[src/rtl/usb_rx_pkg.sv]
// usb_rx_pkg: shared types and constants for the USB2 HS receive deserializer.
//   rx_state_e  : receiver FSM states (IDLE, RX, ABORT)
//   STUFF_LIMIT : decoded-one run length after which a stuffed zero follows
//   EOP_ONES    : consecutive decoded ones that end the ABORT state
//   LEN_W       : width of the packet byte counter
package usb_rx_pkg;

  typedef enum logic [1:0] {
    IDLE  = 2'd0,
    RX    = 2'd1,
    ABORT = 2'd2
  } rx_state_e;

  localparam int STUFF_LIMIT = 6;
  localparam int EOP_ONES    = 7;
  localparam int LEN_W       = 11;

endpackage

[src/rtl/usb_nrzi_unstuff.sv]
// usb_nrzi_unstuff: NRZI decoder plus bit-unstuffing classifier.
// Ports:
//   clk, rst_n  : clock, asynchronous active-low reset
//   bit_in      : recovered line bit
//   bit_en      : bit_in valid this cycle (low = stall, nothing changes)
//   rx_mode     : receiver is inside a packet, so unstuffing applies
//   dbit        : NRZI-decoded bit of the current line bit (combinational)
//   dbit_valid  : dbit is a payload data bit
//   stuff_drop  : current bit is a stuffed zero to be discarded
//   stuff_viol  : current bit is a stuffing violation (end of packet)
module usb_nrzi_unstuff
  import usb_rx_pkg::*;
(
  input  logic clk,
  input  logic rst_n,
  input  logic bit_in,
  input  logic bit_en,
  input  logic rx_mode,
  output logic dbit,
  output logic dbit_valid,
  output logic stuff_drop,
  output logic stuff_viol
);

  logic       prev_q, prev_d;
  logic [2:0] ones_q, ones_d;
  logic       at_limit;

  always_comb begin
    dbit       = ~(bit_in ^ prev_q);
    prev_d     = bit_en ? bit_in : prev_q;
    at_limit   = (ones_q == 3'(STUFF_LIMIT));
    stuff_drop = bit_en & rx_mode & ~dbit & at_limit;
    stuff_viol = bit_en & rx_mode &  dbit & at_limit;
    dbit_valid = bit_en & rx_mode & ~at_limit;

    // Run counter only lives inside a packet; a zero, a stuffed zero or the
    // violating one all restart it, so the next packet starts from zero.
    ones_d = ones_q;
    if (bit_en) begin
      if (!rx_mode || !dbit || at_limit) begin
        ones_d = 3'd0;
      end else begin
        ones_d = ones_q + 3'd1;
      end
    end
  end

  always_ff @(posedge clk or negedge rst_n) begin
    if (!rst_n) begin
      prev_q <= 1'b0;
      ones_q <= 3'd0;
    end else begin
      prev_q <= prev_d;
      ones_q <= ones_d;
    end
  end

endmodule

[src/rtl/usb_rx_deserializer.sv]
// usb_rx_deserializer: USB2 HS receive byte recovery (NRZI decode, SYNC hunt,
// unstuffing, LSB-first deserialisation, EOP detection).
// Optional feature: define USB_RX_PID_CHECK_EN to flag packets whose first
// byte fails the PID check (low nibble must equal inverted high nibble).
// Parameters:
//   SYNC_MIN  : decoded-zero run (then a one) accepted as SYNC
//   MAX_BYTES : bytes per packet before overflow abort (<= 2047)
// Ports:
//   clock_480 : bit clock
//   reset     : asynchronous active-low reset
//   bit_in    : recovered line bit;   bit_en : bit_in valid (low = stall)
//   rx_data   : last completed byte (LSB first received)
//   rx_valid  : one-cycle strobe, rx_data updated
//   rx_active : high from SYNC accept to EOP/abort
//   rx_eop    : one-cycle strobe, packet ended;  rx_err : packet bad (with rx_eop)
//   rx_len    : bytes delivered in current/last packet
module usb_rx_deserializer
  import usb_rx_pkg::*;
#(
  parameter int SYNC_MIN  = 12,
  parameter int MAX_BYTES = 1027
) (
  input  logic              clock_480,
  input  logic              reset,
  input  logic              bit_in,
  input  logic              bit_en,
  output logic [7:0]        rx_data,
  output logic              rx_valid,
  output logic              rx_active,
  output logic              rx_eop,
  output logic              rx_err,
  output logic [LEN_W-1:0]  rx_len
);

  localparam int               ZW      = $clog2(SYNC_MIN + 1);
  localparam logic [ZW-1:0]    ZMAX    = ZW'(SYNC_MIN);
  localparam logic [LEN_W-1:0] LEN_MAX = LEN_W'(MAX_BYTES);

  logic dbit, dbit_valid, stuff_drop, stuff_viol;

  rx_state_e        state_q, state_d;
  logic [ZW-1:0]    zcnt_q, zcnt_d;
  logic [7:0]       sr_q, sr_d;
  logic [2:0]       bitcnt_q, bitcnt_d;
  logic [2:0]       abort_cnt_q, abort_cnt_d;
  logic [7:0]       rx_data_q, rx_data_d;
  logic             rx_valid_q, rx_valid_d;
  logic             rx_active_q, rx_active_d;
  logic             rx_eop_q, rx_eop_d;
  logic             rx_err_q, rx_err_d;
  logic [LEN_W-1:0] rx_len_q, rx_len_d;
  logic [7:0]       byte_w;
  logic             pid_flag;

`ifdef USB_RX_PID_CHECK_EN
  logic pid_flag_q, pid_flag_d;
  assign pid_flag = pid_flag_q;
`else
  assign pid_flag = 1'b0;
`endif

  usb_nrzi_unstuff u_nrzi_unstuff (
    .clk        (clock_480),
    .rst_n      (reset),
    .bit_in     (bit_in),
    .bit_en     (bit_en),
    .rx_mode    (state_q == RX),
    .dbit       (dbit),
    .dbit_valid (dbit_valid),
    .stuff_drop (stuff_drop),
    .stuff_viol (stuff_viol)
  );

  always_comb begin
    state_d     = state_q;
    zcnt_d      = zcnt_q;
    sr_d        = sr_q;
    bitcnt_d    = bitcnt_q;
    abort_cnt_d = abort_cnt_q;
    rx_data_d   = rx_data_q;
    rx_valid_d  = 1'b0;
    rx_active_d = rx_active_q;
    rx_eop_d    = 1'b0;
    rx_err_d    = 1'b0;
    rx_len_d    = rx_len_q;
`ifdef USB_RX_PID_CHECK_EN
    pid_flag_d  = pid_flag_q;
`endif
    // Byte as it would be after shifting in the current bit (LSB-first).
    byte_w      = {dbit, sr_q[7:1]};

    if (bit_en) begin
      case (state_q)
        IDLE: begin
          if (!dbit) begin
            if (zcnt_q != ZMAX) zcnt_d = zcnt_q + 1'b1;
          end else if (zcnt_q == ZMAX) begin
            state_d     = RX;
            rx_active_d = 1'b1;
            bitcnt_d    = 3'd0;
            rx_len_d    = '0;
            zcnt_d      = '0;
`ifdef USB_RX_PID_CHECK_EN
            pid_flag_d  = 1'b0;
`endif
          end else begin
            zcnt_d = '0;
          end
        end

        RX: begin
          if (stuff_viol) begin
            // End of packet; any partial byte in sr is simply abandoned.
            rx_eop_d    = 1'b1;
            rx_err_d    = (rx_len_q == '0) | pid_flag;
            rx_active_d = 1'b0;
            state_d     = IDLE;
            zcnt_d      = '0;
          end else if (stuff_drop) begin
            // Stuffed zero: no shift, no bit count.
          end else if (dbit_valid) begin
            sr_d     = byte_w;
            bitcnt_d = bitcnt_q + 3'd1;
            if (bitcnt_q == 3'd7) begin
              if (rx_len_q == LEN_MAX) begin
                rx_eop_d    = 1'b1;
                rx_err_d    = 1'b1;
                rx_active_d = 1'b0;
                state_d     = ABORT;
                abort_cnt_d = 3'd0;
              end else begin
                rx_data_d  = byte_w;
                rx_valid_d = 1'b1;
                rx_len_d   = rx_len_q + 1'b1;
`ifdef USB_RX_PID_CHECK_EN
                if (rx_len_q == '0) pid_flag_d = (byte_w[3:0] != ~byte_w[7:4]);
`endif
              end
            end
          end
        end

        ABORT: begin
          // Stuffed traffic never carries 7 ones in a row, so only the
          // line's EOP can get us out.
          if (dbit) begin
            if (abort_cnt_q == 3'(EOP_ONES - 1)) begin
              state_d     = IDLE;
              zcnt_d      = '0;
              abort_cnt_d = 3'd0;
            end else begin
              abort_cnt_d = abort_cnt_q + 3'd1;
            end
          end else begin
            abort_cnt_d = 3'd0;
          end
        end

        default: state_d = IDLE;
      endcase
    end
  end

  always_ff @(posedge clock_480 or negedge reset) begin
    if (!reset) begin
      state_q     <= IDLE;
      zcnt_q      <= '0;
      sr_q        <= 8'h00;
      bitcnt_q    <= 3'd0;
      abort_cnt_q <= 3'd0;
      rx_data_q   <= 8'h00;
      rx_valid_q  <= 1'b0;
      rx_active_q <= 1'b0;
      rx_eop_q    <= 1'b0;
      rx_err_q    <= 1'b0;
      rx_len_q    <= '0;
`ifdef USB_RX_PID_CHECK_EN
      pid_flag_q  <= 1'b0;
`endif
    end else begin
      state_q     <= state_d;
      zcnt_q      <= zcnt_d;
      sr_q        <= sr_d;
      bitcnt_q    <= bitcnt_d;
      abort_cnt_q <= abort_cnt_d;
      rx_data_q   <= rx_data_d;
      rx_valid_q  <= rx_valid_d;
      rx_active_q <= rx_active_d;
      rx_eop_q    <= rx_eop_d;
      rx_err_q    <= rx_err_d;
      rx_len_q    <= rx_len_d;
`ifdef USB_RX_PID_CHECK_EN
      pid_flag_q  <= pid_flag_d;
`endif
    end
  end

  assign rx_data   = rx_data_q;
  assign rx_valid  = rx_valid_q;
  assign rx_active = rx_active_q;
  assign rx_eop    = rx_eop_q;
  assign rx_err    = rx_err_q;
  assign rx_len    = rx_len_q;

endmodule

[config.mk]
export PLATFORM = sky130hd
export DESIGN_NAME = usb_rx_deserializer
export DESIGN_NICKNAME = d
export VERILOG_FILES = /design/src/rtl/usb_rx_pkg.sv /design/src/rtl/usb_nrzi_unstuff.sv /design/src/rtl/usb_rx_deserializer.sv
export SDC_FILE = /design/constraint.sdc
export NUM_CORES = 1
export LEC_CHECK = 0
export CORE_MARGIN = 4
export CORE_UTILIZATION = 50
export CTS_BUF_LIST = sky130_fd_sc_hd__clkbuf_2
export DETAILED_ROUTE_END_ITERATION = 10
export PLACE_DENSITY = 0.77
export SLEW_MARGIN = 20
export SYNTH_ARGS = -nofsm -noshare
export SYNTH_HDL_FRONTEND = slang
export SYNTH_SLANG_ARGS = --single-unit
[constraint.sdc]
create_clock -name clock_480 -period 6.09 [get_ports clock_480]
set_clock_uncertainty 0.2 [all_clocks]
set_input_delay 0.9135 -clock clock_480 [delete_from_list [all_inputs] [get_ports clock_480]]
set_output_delay 0.9135 -clock clock_480 [all_outputs]
set_load 0.02 [all_outputs]
==> impl_metrics.tcl <==
set metrics [dict create \
    ys_async_sr_fraction_pct 100.0 \
    grt_setup_unrepaired "false" \
    synthesis.area_um2 2500 \
    cts_setup_buffers 0 \
    setup_viol 0 \
    vias_per_cell 5.976 \
    cts_buffers 5 \
    cts_hold_buf 0 \
    syn_nets 253 \
    area_growth_pct 14.66 \
    hpwl_um 3635 \
    antenna_found_initial 0 \
    cts_tree "yes" \
    crit_top_cell "inv_1" \
    grt_pass1_wl_um 9280 \
    muxShareOfSynthArea_pct 9.710 \
    multi_input_area_um2 1259 \
    start_kind "flip-flop" \
    synth_top_family_by_area "compound AO/OA/AOI/OAI gates" \
    power_density_nw_per_um2 258.9 \
    tns_ps 0 \
    hold_path.class "in -> async" \
    fin_nets 277 \
    cp_max_fo 24 \
    port-buffer-count 26 \
    layout_commonest_cell "dfrtp_1" \
    synthAdderAreaFrac_pct 6.006 \
    place_inst 321 \
    fin_crit_sh_pct 51.95 \
    setup_slack_ps 2926 \
    synth_edf_count 0 \
    synth_compound_area_share_pct 17.62 \
    synth_warnings 0 \
    drc 0 \
    syn_inst 237 \
    diodes 0 \
    syn_area_per_cell_um2 10.55 \
    whs_ps 220.2 \
    maxSlewViolCount 0 \
    fin_cells 329 \
    grt_overflow 0 \
    crit_required_ps 6250 \
    status "completed" \
    ioPinCount 27 \
    synthSimpleGateAreaFrac_pct 16.02 \
    ys_seq_area_share_pct 46.05 \
    ctsResizeCount 0 \
    final_core_util_pct 59.90 \
    slowest_stage "o22ai_1" \
    clkTransAtPathRegs_ps 250 \
    slew_headroom_pct 29.70 \
    fp.dieW_um 78.71 \
    die_h_um 78.71 \
    routed-via-count 1966 \
    timing.critical_path.buf_inv 2 \
    clock.fmax_ghz 0.3161 \
    seq_area_um2 1151 \
    ant_nets 0 \
    first_pass_iters 4 \
    final_layout_size_suffix_gt1_share_pct 8.015 \
    worst_path_largest_cell_delay_ps 870 \
    cp_cell_sequence "inv_1 > ha_1 > inv_1 > o22ai_1 > a21boi_0 > a211o_1" \
    root_buffer "clkbuf_2" \
    cap_violations 0 \
    routed_wirelength_um 5224 \
    grt_max_degree 47 \
    grt_pass1_vias 2011 \
    start_util_pct 52.24 \
    rows 25 \
    clk_latency_ps 440 \
    critPathKind "reg -> reg" \
    ys.flop_type "dfrtp_1" \
    worstPathArrival_ps 3330 \
    critPathTopFamily "compound AO/OA/AOI/OAI gates" \
    worstMarginPinSlew_ps 1054 \
    num-fill-cells 414 \
    post_drt_wl_per_cell_um 15.88 \
    die-area_um2 6195 \
    grt_usage_pct 18.56 \
    pre_cts_ws_ps 2570 \
    drt_iter0_drc 168 \
    gp_congestion 0.7985 \
    finalHoldViolCount 0 \
    end_kind "flip-flop" \
    coreArea_um2 4786 \
    power_leakage_nw 1.215 \
    mostFrequentLayoutCells "dfrtp_1 (46), clkdlybuf4s50_1 (25), a31oi_1 (19)" \
    finalCriticalPeriod_ps 3164 \
    synth_xor_xnor_area_share_pct 1.001 \
    synth-seq-cells 46 \
    clk_path_buf_depth 2 \
    htreeDepth 2 \
    ir_drop_v 0.0001544 \
    yosysUniqueCellTypes 51 \
    cts_sinks 46 \
]
per-layer routing:
metal	part of all wire, %	routed length (µm)	track usage (%)
met1	47	2441	24.70
met2	48	2513	30.14
met4	0.98	51	6.294
met3	4.2	218	3.968
met5	0	0	0
per-stage QoR:
step / area [µm²] / power [mW]
2_1_floorplan: 2500 / 0.5027
3_3_place_gp: 2790 / 0.5589
3_5_place_dp: 2790 / 0.5666
4_1_cts: 2864 / 0.7467
5_1_grt: 2867 / 0.7863
6_report: 2867 / 0.7422
synthesized netlist by cell type (all sizes together), types with 4 or more instances:
cell type / instances / area, µm²
dfrtp: 46 / 1151
a31oi: 19 / 118.9
mux2: 18 / 202.7
nand2: 16 / 60.06
ha: 12 / 150.1
inv: 11 / 41.29
nand3: 11 / 55.05
o21ai: 9 / 45.04
and3: 7 / 43.79
nand2b: 7 / 43.79
nand4: 7 / 43.79
clkbuf: 6 / 22.52
nor2: 6 / 22.52
a21oi: 4 / 20.02
a311oi: 4 / 35.03
and2: 4 / 25.02
mux2i: 4 / 40.04
nor3: 4 / 20.02
area by class of cell:
cell class              count  area share [%]
flip-flops and latches     46           40.16
inverters                  11           1.440
repair buffers             26           8.992
well taps                  67           2.924
clock buffers               5          0.8730
multi-input cells         171           43.91
clock inverters             3           1.702
where the power goes:
| group | leakage [nW] | internal [mW] | switching (mW) |
|---|---|---|---|
| Clock | 0.0411 | 0.0720 | 0.109 |
| Combinational | 0.559 | 0.0782 | 0.102 |
| Sequential | 0.615 | 0.343 | 0.0374 |
| Total | 1.21 | 0.493 | 0.249 |
state kept, by name (all words and copies together) (netlist names), 2 cells and up:
signal                 count
rx_len                    11
rx_data                    8
sr_q                       7
zcnt_q                     4
abort_cnt_q                3
bitcnt_q                   3
u_nrzi_unstuff.ones_q      3
state_q                    2
final timing paths:
path / startpoint / depth (start not counted) / endpoint / slack [ps]
max: state_q[1] / 6 / rx_active / 2930
min: reset / 1 / zcnt_q[1] / 220
max reg2reg: state_q[1] / 6 / rx_active / 2930
min reg2reg: rx_data[1] / 1 / rx_data[1] / 320
max in group asynchronous: reset / 1 / abort_cnt_q[0] / 5070
min in group clock_480: rx_data[1] / 1 / rx_data[1] / 320
logic make-up (layout without fill, tap and decap cells):
| logic type | Yosys count | count (layout) |
|---|---|---|
| compound gates | 62 | 62 |
| xor+xnor | 2 | 2 |
| fa+ha+maj | 12 | 12 |
| buf+inv | 20 | 45 |
| flops | 46 | 46 |
| mux | 22 | 22 |
| simple gates | 73 | 73 |
No activity file was read; power rests on OpenSTA's default activity.
